===== config.mk =====
export PLATFORM = sky130hd
export DESIGN_NAME = bus_arbiter_8_way_16
export DESIGN_NICKNAME = d
export VERILOG_FILES = /design/src/rtl/bus_arbiter_pkg.sv /design/src/rtl/mux_8_way_16.sv /design/src/rtl/bus_arbiter_8_way_16.sv
export SDC_FILE = /design/constraint.sdc
export NUM_CORES = 1
export LEC_CHECK = 0
export ABC_CLOCK_PERIOD_IN_PS = 4900
export BUFFER_PORTS_ARGS = -buffer_cell sky130_fd_sc_hd__buf_2
export CORE_MARGIN = 3
export CORE_UTILIZATION = 30
export CTS_BUF_LIST = sky130_fd_sc_hd__clkbuf_4 sky130_fd_sc_hd__clkbuf_8
export DETAILED_ROUTE_END_ITERATION = 10
export PLACE_DENSITY = 0.58
export SLEW_MARGIN = 20
export SYNTH_ARGS = -nofsm -noshare
export SYNTH_HDL_FRONTEND = slang
export SYNTH_SLANG_ARGS = --single-unit
export TNS_END_PERCENT = 1

===== constraint.sdc =====
create_clock -name clk -period 4.9 [get_ports clk]
set_clock_uncertainty 0.2 [all_clocks]
set_input_delay 0.245 -clock clk [delete_from_list [all_inputs] [get_ports clk]]
set_output_delay 0.245 -clock clk [all_outputs]
set_load 0.03 [all_outputs]

===== src/rtl/bus_arbiter_pkg.sv =====
`default_nettype none
// ============================================================================
// Module      : bus_arbiter_pkg
// Description : Shared widths, FSM state type and helpers for the 8-way arbiter.
// Revision    : 1.0 - initial release
// ============================================================================
package bus_arbiter_pkg;

    localparam int WAYS     = 8;
    localparam int WIDTH    = 16;
    localparam int SEL_BITS = 3;

    typedef enum logic [0:0] {
        IDLE = 1'b0,
        GNT  = 1'b1
    } arb_state_t;

    function automatic logic [WAYS-1:0] idx_to_onehot(input logic [SEL_BITS-1:0] idx);
        logic [WAYS-1:0] oh;
        oh = '0;
        oh[idx] = 1'b1;
        return oh;
    endfunction

endpackage : bus_arbiter_pkg
`default_nettype wire


===== src/rtl/mux_8_way_16.sv =====
`default_nettype none
// ============================================================================
// Module      : mux_8_way_16
// Description : 8-way, 16-bit word selector over a packed 128-bit bus.
// Revision    : 1.0 - initial release
// ============================================================================
module mux_8_way_16 (
    input  logic [127:0] in,
    input  logic [2:0]   sel,
    output logic [15:0]  out
);

    // Word offset built by concatenation so the index keeps its full 7 bits.
    assign out = in[{sel, 4'b0000} +: 16];

endmodule : mux_8_way_16
`default_nettype wire


===== src/rtl/bus_arbiter_8_way_16.sv =====
`default_nettype none
// ============================================================================
// Module      : bus_arbiter_8_way_16
// Description : Round-robin 8-way arbiter driving one 16-bit valid/ready channel.
// Revision    : 1.0 - initial release
// ============================================================================
module bus_arbiter_8_way_16
    import bus_arbiter_pkg::*;
(
    input  logic                   clk,
    input  logic                   reset,
    input  logic [WAYS-1:0]        req,
    input  logic [WAYS*WIDTH-1:0]  in,
    input  logic                   out_ready,
    output logic                   out_valid,
    output logic [WIDTH-1:0]       out_data,
    output logic [SEL_BITS-1:0]    grant_idx,
    output logic [WAYS-1:0]        ack,
    output logic                   busy
);

    arb_state_t            r_state;
    arb_state_t            w_next_state;
    logic [SEL_BITS-1:0]   r_last;
    logic [SEL_BITS-1:0]   r_grant_idx;
    logic [WIDTH-1:0]      r_out_data;

    logic [SEL_BITS-1:0]   w_start;
    logic [2*WAYS-1:0]     w_dbl;
    logic [WAYS-1:0]       w_rot;
    logic [SEL_BITS-1:0]   w_off;
    logic [SEL_BITS-1:0]   w_pick;
    logic [WIDTH-1:0]      w_mux_out;
    logic                  w_load;
    logic                  w_accept;

    // Rotate so position last+1 sits at bit 0, find the lowest set bit,
    // then add the rotation back; the 3-bit sum wraps modulo 8.
    always_comb begin
        w_start = r_last + 3'd1;
        w_dbl   = {req, req} >> w_start;
        w_rot   = w_dbl[WAYS-1:0];
        w_off   = '0;
        for (int i = WAYS - 1; i >= 0; i--) begin
            if (w_rot[i]) begin
                w_off = SEL_BITS'(i);
            end
        end
        w_pick = w_start + w_off;
    end

    mux_8_way_16 u_mux (
        .in  (in),
        .sel (w_pick),
        .out (w_mux_out)
    );

    always_ff @(posedge clk) begin
        if (reset) begin
            r_state <= IDLE;
        end else begin
            r_state <= w_next_state;
        end
    end

    always_comb begin
        w_next_state = r_state;
        w_load       = 1'b0;
        w_accept     = 1'b0;
        case (r_state)
            IDLE: begin
                if (|req) begin
                    w_load       = 1'b1;
                    w_next_state = GNT;
                end
            end
            GNT: begin
                if (out_ready) begin
                    w_accept     = 1'b1;
                    w_next_state = IDLE;
                end
            end
            default: w_next_state = IDLE;
        endcase
    end

    always_ff @(posedge clk) begin
        if (reset) begin
            r_last      <= 3'd7;
            r_grant_idx <= '0;
            r_out_data  <= '0;
        end else begin
            if (w_load) begin
                r_grant_idx <= w_pick;
                r_out_data  <= w_mux_out;
            end
            if (w_accept) begin
                r_last <= r_grant_idx;
            end
        end
    end

    // A reset in the handshake cycle drops the word, so no ack escapes.
    assign ack       = (w_accept && !reset) ? idx_to_onehot(r_grant_idx) : '0;
    assign out_valid = (r_state == GNT);
    assign busy      = (r_state == GNT);
    assign out_data  = r_out_data;
    assign grant_idx = r_grant_idx;

endmodule : bus_arbiter_8_way_16
`default_nettype wire

# Word-level counts from Yosys, hierarchy flattened
# Cells that the tools add are included.
# word_totals
memories	0
ramBits	0
ff_bits	23
input_bits	139
latchBits	0
out_inout_bits	29
romBits	0
# classes
n_div	0
n_addsub	2
bitwise_logic	1
n_shift	2
eq_ne	0
muxes	17
order_cmp	2
n_mul	0
n_reduce_logical	4
# ops
operator	n
128-bit by 8-bit variable part select with 16-bit output	1
3-bit 2-to-1 mux	8
16-bit by 3-bit >> shifter with 8-bit output	1
8-bit 2-to-1 mux	1
8-bit OR reduction	1
1-bit 2-to-1 mux	6
3-bit by 4-bit < comparator with 1-bit output, second input constant	1
3-bit by 1-bit adder with 3-bit output, second input constant	1
3-bit adder	1
1-bit demux with 3-bit select	1
3-bit by 1-bit greater-or-equal comparator with 1-bit output, second input constant	1
1-bit logical AND	2
1-bit case mux with 2 select lines	1
1-bit logical NOT	1
1-bit inverter	1

# Logic depth before layout (Yosys ltp)
# Gate-level depths: netlist of run 1.
# depth
ltp_word	12
ltp_mapped	18
depth_no_buf	13

# By module
# A second synthesis of run 1 with hierarchy kept.
# unflattened
hier_cells	257
hier_area_um2	2763.9
# by_module_without_submodules
module	cells_per_inst	n_inst	seq_area_each_um2	area_each_um2
bus_arbiter_8_way_16	200	1	460.4	1692.9
mux_8_way_16	57	1	0.0	1071.0

# Least setup slack after synthesis of run 1
# Ideal clock, no wire load.
# synth_path
path_type	reg2reg
from	register r_last[0]
to	register r_out_data[13] (netlist: out_data[13])
path_stages_with_launch	17
required_ps	4555
arrival_time_ps	3903
setup_ps	145
path_slack_ps	652
path_cell_list	dfxtp_1 ha_1 buf_6 buf_6 mux2i_1 a31oi_1 o211ai_1 a31oi_1 o32ai_1 ha_1 inv_1 fa_1 buf_1 clkbuf_1 mux4_2 a211oi_1 a2111oi_4
# synth_via
elab_chain_len	12
# synth_rtl
element	line_no	text
from (decl)	bus_arbiter_8_way_16.sv:24	logic [SEL_BITS-1:0] r_last;
from (signal assigned)	bus_arbiter_8_way_16.sv:98	r_last <= r_grant_idx;
3-bit by 1-bit adder with 3-bit output (*)	bus_arbiter_8_way_16.sv:40	w_start = r_last + 3'd1;
16-bit by 3-bit >> shifter with 8-bit output	bus_arbiter_8_way_16.sv:41	w_dbl = {req, req} >> w_start;
3-bit 2-to-1 mux (8 in a row)	bus_arbiter_8_way_16.sv:45	if (w_rot[i]) begin
3-bit adder (*)	bus_arbiter_8_way_16.sv:49	w_pick = w_start + w_off;
128-bit by 8-bit variable part select with 16-bit output (*)	mux_8_way_16.sv:14	assign out = in[{sel, 4'b0000} +: 16];
to (signal assigned)	bus_arbiter_8_way_16.sv:95	r_out_data <= w_mux_out;
to (decl)	bus_arbiter_8_way_16.sv:26	logic [WIDTH-1:0] r_out_data;
# Every way passes the cells marked *; elsewhere a longest branch is shown, timed or not.
# A chain may end at the register's enable or synchronous reset.

# Final worst setup path of run 1
# layout_path
from	register r_last[1]
to	register r_out_data[3] (netlist: out_data[3])
# The elaborated chain is that of the path after synthesis.

==> flow_metrics.py, run 1 <==
metrics = {
    "sta": {
        "worst_slew_margin_rel_pct": 34.2,
        "finalSetupTns_ns": 0,
        "max_freq_ghz": 0.224,
        "grt_setup_unrepaired": "no",
        "final.min_clock_period_ns": 4.47,
        "final-setup-viol-count": 0,
        "slew_at_the_pin_closest_to_its_max_slew_limit_ns": 0.988,
        "min_period_over_period_pct": 91.2,
        "report.final.hold_viol_count": 0,
        "drv_slew": 0,
    },
    "critical_path": {
        "startpoint_type": "register",
        "crit_fanout": 18,
        "stage_delay_of_the_slowest_cell_on_the_critical_path_ns": 0.69,
        "reg_to_reg_end": "out_data[3]",
        "critPathTopFamily": "adder cells",
        "crit-reg2reg-launch": "r_last[1]",
        "r2r_setup_slack_ns": 0.43,
        "crit_chain": "ha_2 > mux2i_1 > a31oi_1 > o211ai_1 > a31oi_1 > o32ai_1 > ha_2 > inv_1 > fa_1 > or3_2 > and2_4 > a2111oi_1",
        "worstPathArrival_ns": 4.43,
        "crit_buf_inv": 1,
        "cp-end-kind": "register",
        "worstPathRequired_ns": 4.86,
        "path_depth": 12,
        "timing.critical_path.slowest_stage_cell": "or3_2",
        "reg2regPathDepth": 12,
        "worstSetupPathType": "register to register",
    },
    "layout": {
        "proportion_of_layout_cells_with_a_drive_suffix_above_1_pct": 57.9,
        "most_common_library_cell_in_the_layout_ignoring_fill_and_taps": "buf_2",
        "growth_of_design_area_from_synthesis_to_finish_pct": 38.1,
        "nets_final": 547,
        "final_cell_area_um2": 3490,
        "layout_common_cells": "167 x buf_2, 47 x nor2_1, 33 x mux4_2, 23 x dfxtp_1, 20 x a211oi_1",
        "layout.cells.non_filler": 506,
        "finalCoreUtilization_pct": 44.0,
        "layout.filler_cells": 776,
        "num_antenna_cells": 0,
    },
    "detailed_routing": {
        "detail_route.iter0.violations": 64,
        "dr_total_vias": 2660,
        "final_antenna_net_count": 0,
        "remaining_drc_errors": 0,
        "firstDrtPassIters": 4,
        "wire_per_inst_um": 16.7,
        "viasPerCell": 5.26,
        "routed_wirelength_mm": 8.46,
    },
    "floorplan": {
        "die_h_um": 97.7,
        "io_pins": 168,
        "placeableCoreArea_um2": 7930,
        "fp.dieArea_um2": 9550,
        "floorplan.initialDensity_pct": 31.8,
        "die_w_um": 97.7,
        "num_rows": 32,
    },
    "pwr": {
        "internal_power_uw": 671,
        "power.ir.vdd_worst_mv": 0.138,
        "power.leakage_nw": 1.54,
        "part_of_the_total_power_dissipated_in_sequential_elements_pct": 21.3,
        "power.net_switching_uw": 495,
        "power.total_mw": 1.17,
        "cellPowerDensity_nw_per_um2": 335,
        "power_share_of_the_combinational_group_pct": 68.0,
        "clkPwrFrac_pct": 10.7,
        "switching_portion_of_total_power_pct": 42.5,
    },
    "flow_run": {
        "cap_violations": 0,
    },
    "grt": {
        "first_global_vias": 2775,
        "first_pass_grt_wire_length_mm": 13.8,
        "grt_start_max_net_pins": 35,
        "total_global_route_track_usage_pct": 17.4,
        "globalRoute.totalOverflow": 0,
        "antenna_found_initial": 0,
    },
    "placed_design": {
        "place_inst": 501,
        "hpwl_after_detailed_placement_mm": 6.81,
        "port_buffers": 167,
        "globalplace.congestion": 0.895,
        "postPlaceCellArea_um2": 3420,
    },
    "clock_tree": {
        "clkSinkCount": 23,
        "clkTransAtPathRegs_ns": 0.09,
        "cts_htree_levels": 1,
        "cts-root-to-sink-buffers": 2,
        "clk-insertion-delay-late_ns": 0.26,
        "clock-root-buffer": "clkbuf_8",
        "cts_tree": "done",
        "number_of_buffers_inserted_during_clock_tree_synthesis": 3,
    },
    "outcome": {
        "status": "completed",
    },
    "logic_synthesis": {
        "synth.cell_area_um2": 2520,
        "synth_ff_type": "dfxtp_1",
        "postSynthRegisterBits": 23,
        "synth.lib_cells_used.distinct": 48,
        "avgSynthCellArea_um2": 10.1,
        "synth-async-reset-ratio_pct": 0,
        "synth_edf_count": 0,
        "synth_fp_nets": 392,
        "synth_seq_area_share_pct": 18.2,
        "count_of_warnings_emitted_by_yosys": 0,
        "synth_cells": 250,
    },
    "hold_path": {
        "hold_path_end": "r_last[1]",
        "whs_path_depth": 1,
        "hold_path_class": "register to register",
        "timing.hold.worst.start": "r_last[1]",
    },
}
==> kinds of logic after synthesis <==
family | count (synthesis) | share of synthesized area (%)
AO/OA/AOI/OAI | 66 | 24.1
XOR/XNOR | 2 | 0.694
adder cells (fa/ha/maj) | 3 | 1.78
buffers and inverters | 31 | 6.25
flip-flops | 23 | 18.2
multiplexers | 44 | 34.7
AND/OR/NAND/NOR | 81 | 14.3
==> cell usage after synthesis, drive strengths merged (6+ instances only) <==
cell type  instances  area share (%)
clkbuf            13             1.9
nand2             12             1.8
mux2i              6             2.7
dfxtp             23              18
mux4              33              29
a2111oi           16             9.8
inv                6            0.89
a211oi            20             5.9
buf               12             3.4
a21oi              7             1.4
nor2              47             7.0
==> how the worst max path moves through the flow <==
stage | startpoint | to | slack [ns]
final | r_last[1] | out_data[3] | 0.43
after global routing | r_last[1] | out_data[4] | 0.04
after CTS | r_last[1] | out_data[1] | 0.23
after detailed placement | r_last[1] | out_data[1] | 0.23
after global placement | r_last[0] | out_data[0] | 0.38
after floorplan | r_last[0] | out_data[13] | 0.65
==> state kept, by name, indices dropped and copies added, names as in the netlist <==
name / count
grant_idx: 3
r_last: 3
out_data: 16
busy: 1
==> cell type report <==
| cell class | instances | area [um2] | share of cell area [%] |
|---|---|---|---|
| repair buffers | 175 | 911 | 26.1 |
| inverters | 6 | 22.5 | 0.646 |
| flip-flops and latches | 23 | 460 | 13.2 |
| clock buffers | 4 | 48.8 | 1.40 |
| well taps | 102 | 128 | 3.66 |
| multi-input cells | 196 | 1920 | 55.0 |
==> power by group through the flow <==
stage                     Clock [mW]  Combinational [mW]  Sequential, mW
after floorplan                    0               0.530           0.320
after global placement             0               0.798           0.251
after detailed placement           0               0.801           0.253
after CTS                      0.130               0.805           0.249
after global routing           0.139               0.862           0.254
final                          0.125               0.793           0.248
==> metal layers <==
layer	global-route usage [%]	part of all wire, %	up-vias
met4	4.05	1.4	0
li1	-	-	1299
met2	31.8	52	112
met3	3.37	6.9	13
met5	0	0	-
met1	20.8	40	1236
==> stage by stage <==
stage | setup slack (ns) | hold slack [ns]
global placement | 0.377 | 0.249
finish | 0.430 | 0.287
global route | 0.0438 | 0.316
detailed placement | 0.233 | 0.265
floorplan | 0.652 | 0.122
CTS | 0.231 | 0.285
==> timing repair <==
item                                    in CTS  in global routing
endpoints found under the hold margin        1                  0
endpoints found under the setup margin       0                 16
gates resized for setup                      0                  2
setup buffers                                0                  0
hold buffers                                 1                  0
Note: power is estimated with default switching activity, not from simulation.
==> run 2, diff against run 1 <==
Settings changed: CORE_MARGIN 3 to default.
==> run 2 against run 1 <==
Sequential share of layout area barely moved; highest routed layer unchanged; critical endpoint is now out_data[4]; clock-buffer cell count did not move; final cell count rose by 0.59%; largest cell class unchanged; cell area barely moved; largest power group unchanged; via count rose by 1.2%; register-to-register slack got worse by 0.03 ns; non-clock buffer count did not move; combinational power rose by 1%; critical path depth rose by 1.
==> flow_metrics.py, run 2 (synthesized netlist as in run 1, its figures left out) <==
metrics = {
    "outcome": {
        "status": "completed",
    },
    "floorplan": {
        "placeableCoreArea_um2": 8180,
        "io_pins": 168,
        "num_rows": 33,
        "die_w_um": 93.7,
        "die_h_um": 93.7,
        "floorplan.initialDensity_pct": 30.9,
        "fp.dieArea_um2": 8780,
    },
    "layout": {
        "most_common_library_cell_in_the_layout_ignoring_fill_and_taps": "buf_2",
        "final_cell_area_um2": 3490,
        "growth_of_design_area_from_synthesis_to_finish_pct": 38.2,
        "finalCoreUtilization_pct": 42.7,
        "proportion_of_layout_cells_with_a_drive_suffix_above_1_pct": 57.7,
        "nets_final": 547,
        "num_antenna_cells": 0,
        "layout.cells.non_filler": 509,
        "number_of_flip_flops_in_the_largest_register": 16,
        "layout_common_cells": "167 x buf_2, 47 x nor2_1, 33 x mux4_2, 23 x dfxtp_1, 20 x a211oi_1",
    },
    "pwr": {
        "cellPowerDensity_nw_per_um2": 337,
        "power.leakage_nw": 1.54,
        "power.ir.vdd_worst_mv": 0.176,
    },
    "placed_design": {
        "postPlaceCellArea_um2": 3430,
        "place_inst": 504,
        "port_buffers": 167,
        "globalplace.congestion": 0.860,
        "hpwl_after_detailed_placement_mm": 6.50,
    },
    "sta": {
        "drv_slew": 0,
        "final.min_clock_period_ns": 4.50,
        "report.final.hold_viol_count": 0,
        "hold_worst_slack_ns": 0.287,
        "finalSetupTns_ns": 0,
        "max_freq_ghz": 0.222,
        "min_period_over_period_pct": 91.8,
        "grt_setup_unrepaired": "no",
        "final-setup-viol-count": 0,
        "worst_slew_margin_rel_pct": 28.0,
        "slew_at_the_pin_closest_to_its_max_slew_limit_ns": 1.08,
    },
    "critical_path": {
        "worstSetupPathType": "register to register",
        "r2r_setup_slack_ns": 0.40,
        "worstPathArrival_ns": 4.44,
        "crit_fanout": 18,
        "reg2regPathDepth": 13,
        "cp-end-kind": "register",
        "startpoint_type": "register",
        "worstPathRequired_ns": 4.85,
        "reg_to_reg_end": "out_data[4]",
        "crit-reg2reg-launch": "r_last[1]",
    },
    "hold_path": {
        "hold_path_class": "register to register",
        "whs_path_depth": 1,
        "hold_path_end": "r_last[1]",
        "timing.hold.worst.start": "r_last[1]",
    },
    "clock_tree": {
        "clkTransAtPathRegs_ns": 0.08,
        "cts_tree": "done",
        "clkSinkCount": 23,
        "clk-insertion-delay-late_ns": 0.26,
        "number_of_buffers_inserted_during_clock_tree_synthesis": 3,
        "cts-root-to-sink-buffers": 2,
        "cts_htree_levels": 1,
        "clock-root-buffer": "clkbuf_8",
    },
    "grt": {
        "first_global_vias": 2448,
        "total_global_route_track_usage_pct": 17.9,
        "antenna_found_initial": 0,
        "grt_start_max_net_pins": 35,
        "first_pass_grt_wire_length_mm": 12.3,
        "globalRoute.totalOverflow": 0,
    },
    "detailed_routing": {
        "wire_per_inst_um": 15.9,
        "dr_total_vias": 2692,
        "routed_wirelength_mm": 8.10,
        "viasPerCell": 5.29,
        "detail_route.iter0.violations": 105,
        "firstDrtPassIters": 4,
        "remaining_drc_errors": 0,
        "final_antenna_net_count": 0,
    },
    "flow_run": {
        "cap_violations": 0,
    },
}
[run 2: changes by cell type in the layout (fill, tap and decap cells not counted)]
cell and change:
or3_2 -1, or3_1 +1
[run 2: through the flow]
step | power (mW) | setup slack (ns)
detailed placement | 1.06 | 0.243
CTS | 1.19 | 0.235
global placement | 1.06 | 0.399
floorplan | 0.850 | 0.652
global route | 1.26 | 0.128
finish | 1.18 | 0.404
[run 2: how the worst max path moves through the flow]
stage | start | endpoint | slack [ns] | cells after the start
final | r_last[1] | out_data[4] | 0.40 | 13
after global routing | r_last[1] | out_data[1] | 0.13 | 13
after CTS | r_last[1] | out_data[4] | 0.24 | 13
after detailed placement | r_last[1] | out_data[4] | 0.24 | 13
after global placement | r_last[0] | out_data[4] | 0.40 | 13
after floorplan | r_last[0] | out_data[13] | 0.65 | 16
[run 2: layout make-up]
type                    instances  area, um2
clock buffers                   4       48.8
fillers                       837       4690
inverters                       6       22.5
multi-input cells             196       1910
flip-flops and latches         23        460
well taps                     105        131
repair buffers                175        911
[run 2: worst max-delay path: stages (launching register included)]
cell and delay, ns:
dfxtp_1 0.32, ha_2 0.56, mux2i_2 0.36, o221ai_1 0.17, a21o_1 0.20, o211ai_1 0.08
a31oi_1 0.11, o32ai_1 0.29, ha_2 0.22, inv_1 0.05, fa_1 0.39, or3_1 0.66
and2_4 0.38, a2111oi_1 0.38
[run 2: what timing repair did]
action / 4_1_cts / 5_1_grt
resized for setup: 0 / 1
endpoints found under the hold margin: 1 / 0
buffers inserted: 0 / 0
hold buffers: 1 / 0
setup endpoints to repair: 0 / 2
[run 2: power breakdown]
group	switching (mW)	leakage (nW)	internal (mW)
Combinational	0.421	1.32	0.382
Sequential	0.0253	0.191	0.224
Clock	0.0596	0.0262	0.0635
[run 2: routing by layer]
metal | track usage [%] | routed length (um) | vias up
met5 | 0 | 0 | -
met4 | 2.44 | 39 | 0
met3 | 2.59 | 338 | 2
met2 | 32.4 | 4230 | 90
met1 | 22.9 | 3490 | 1303
li1 | - | - | 1297
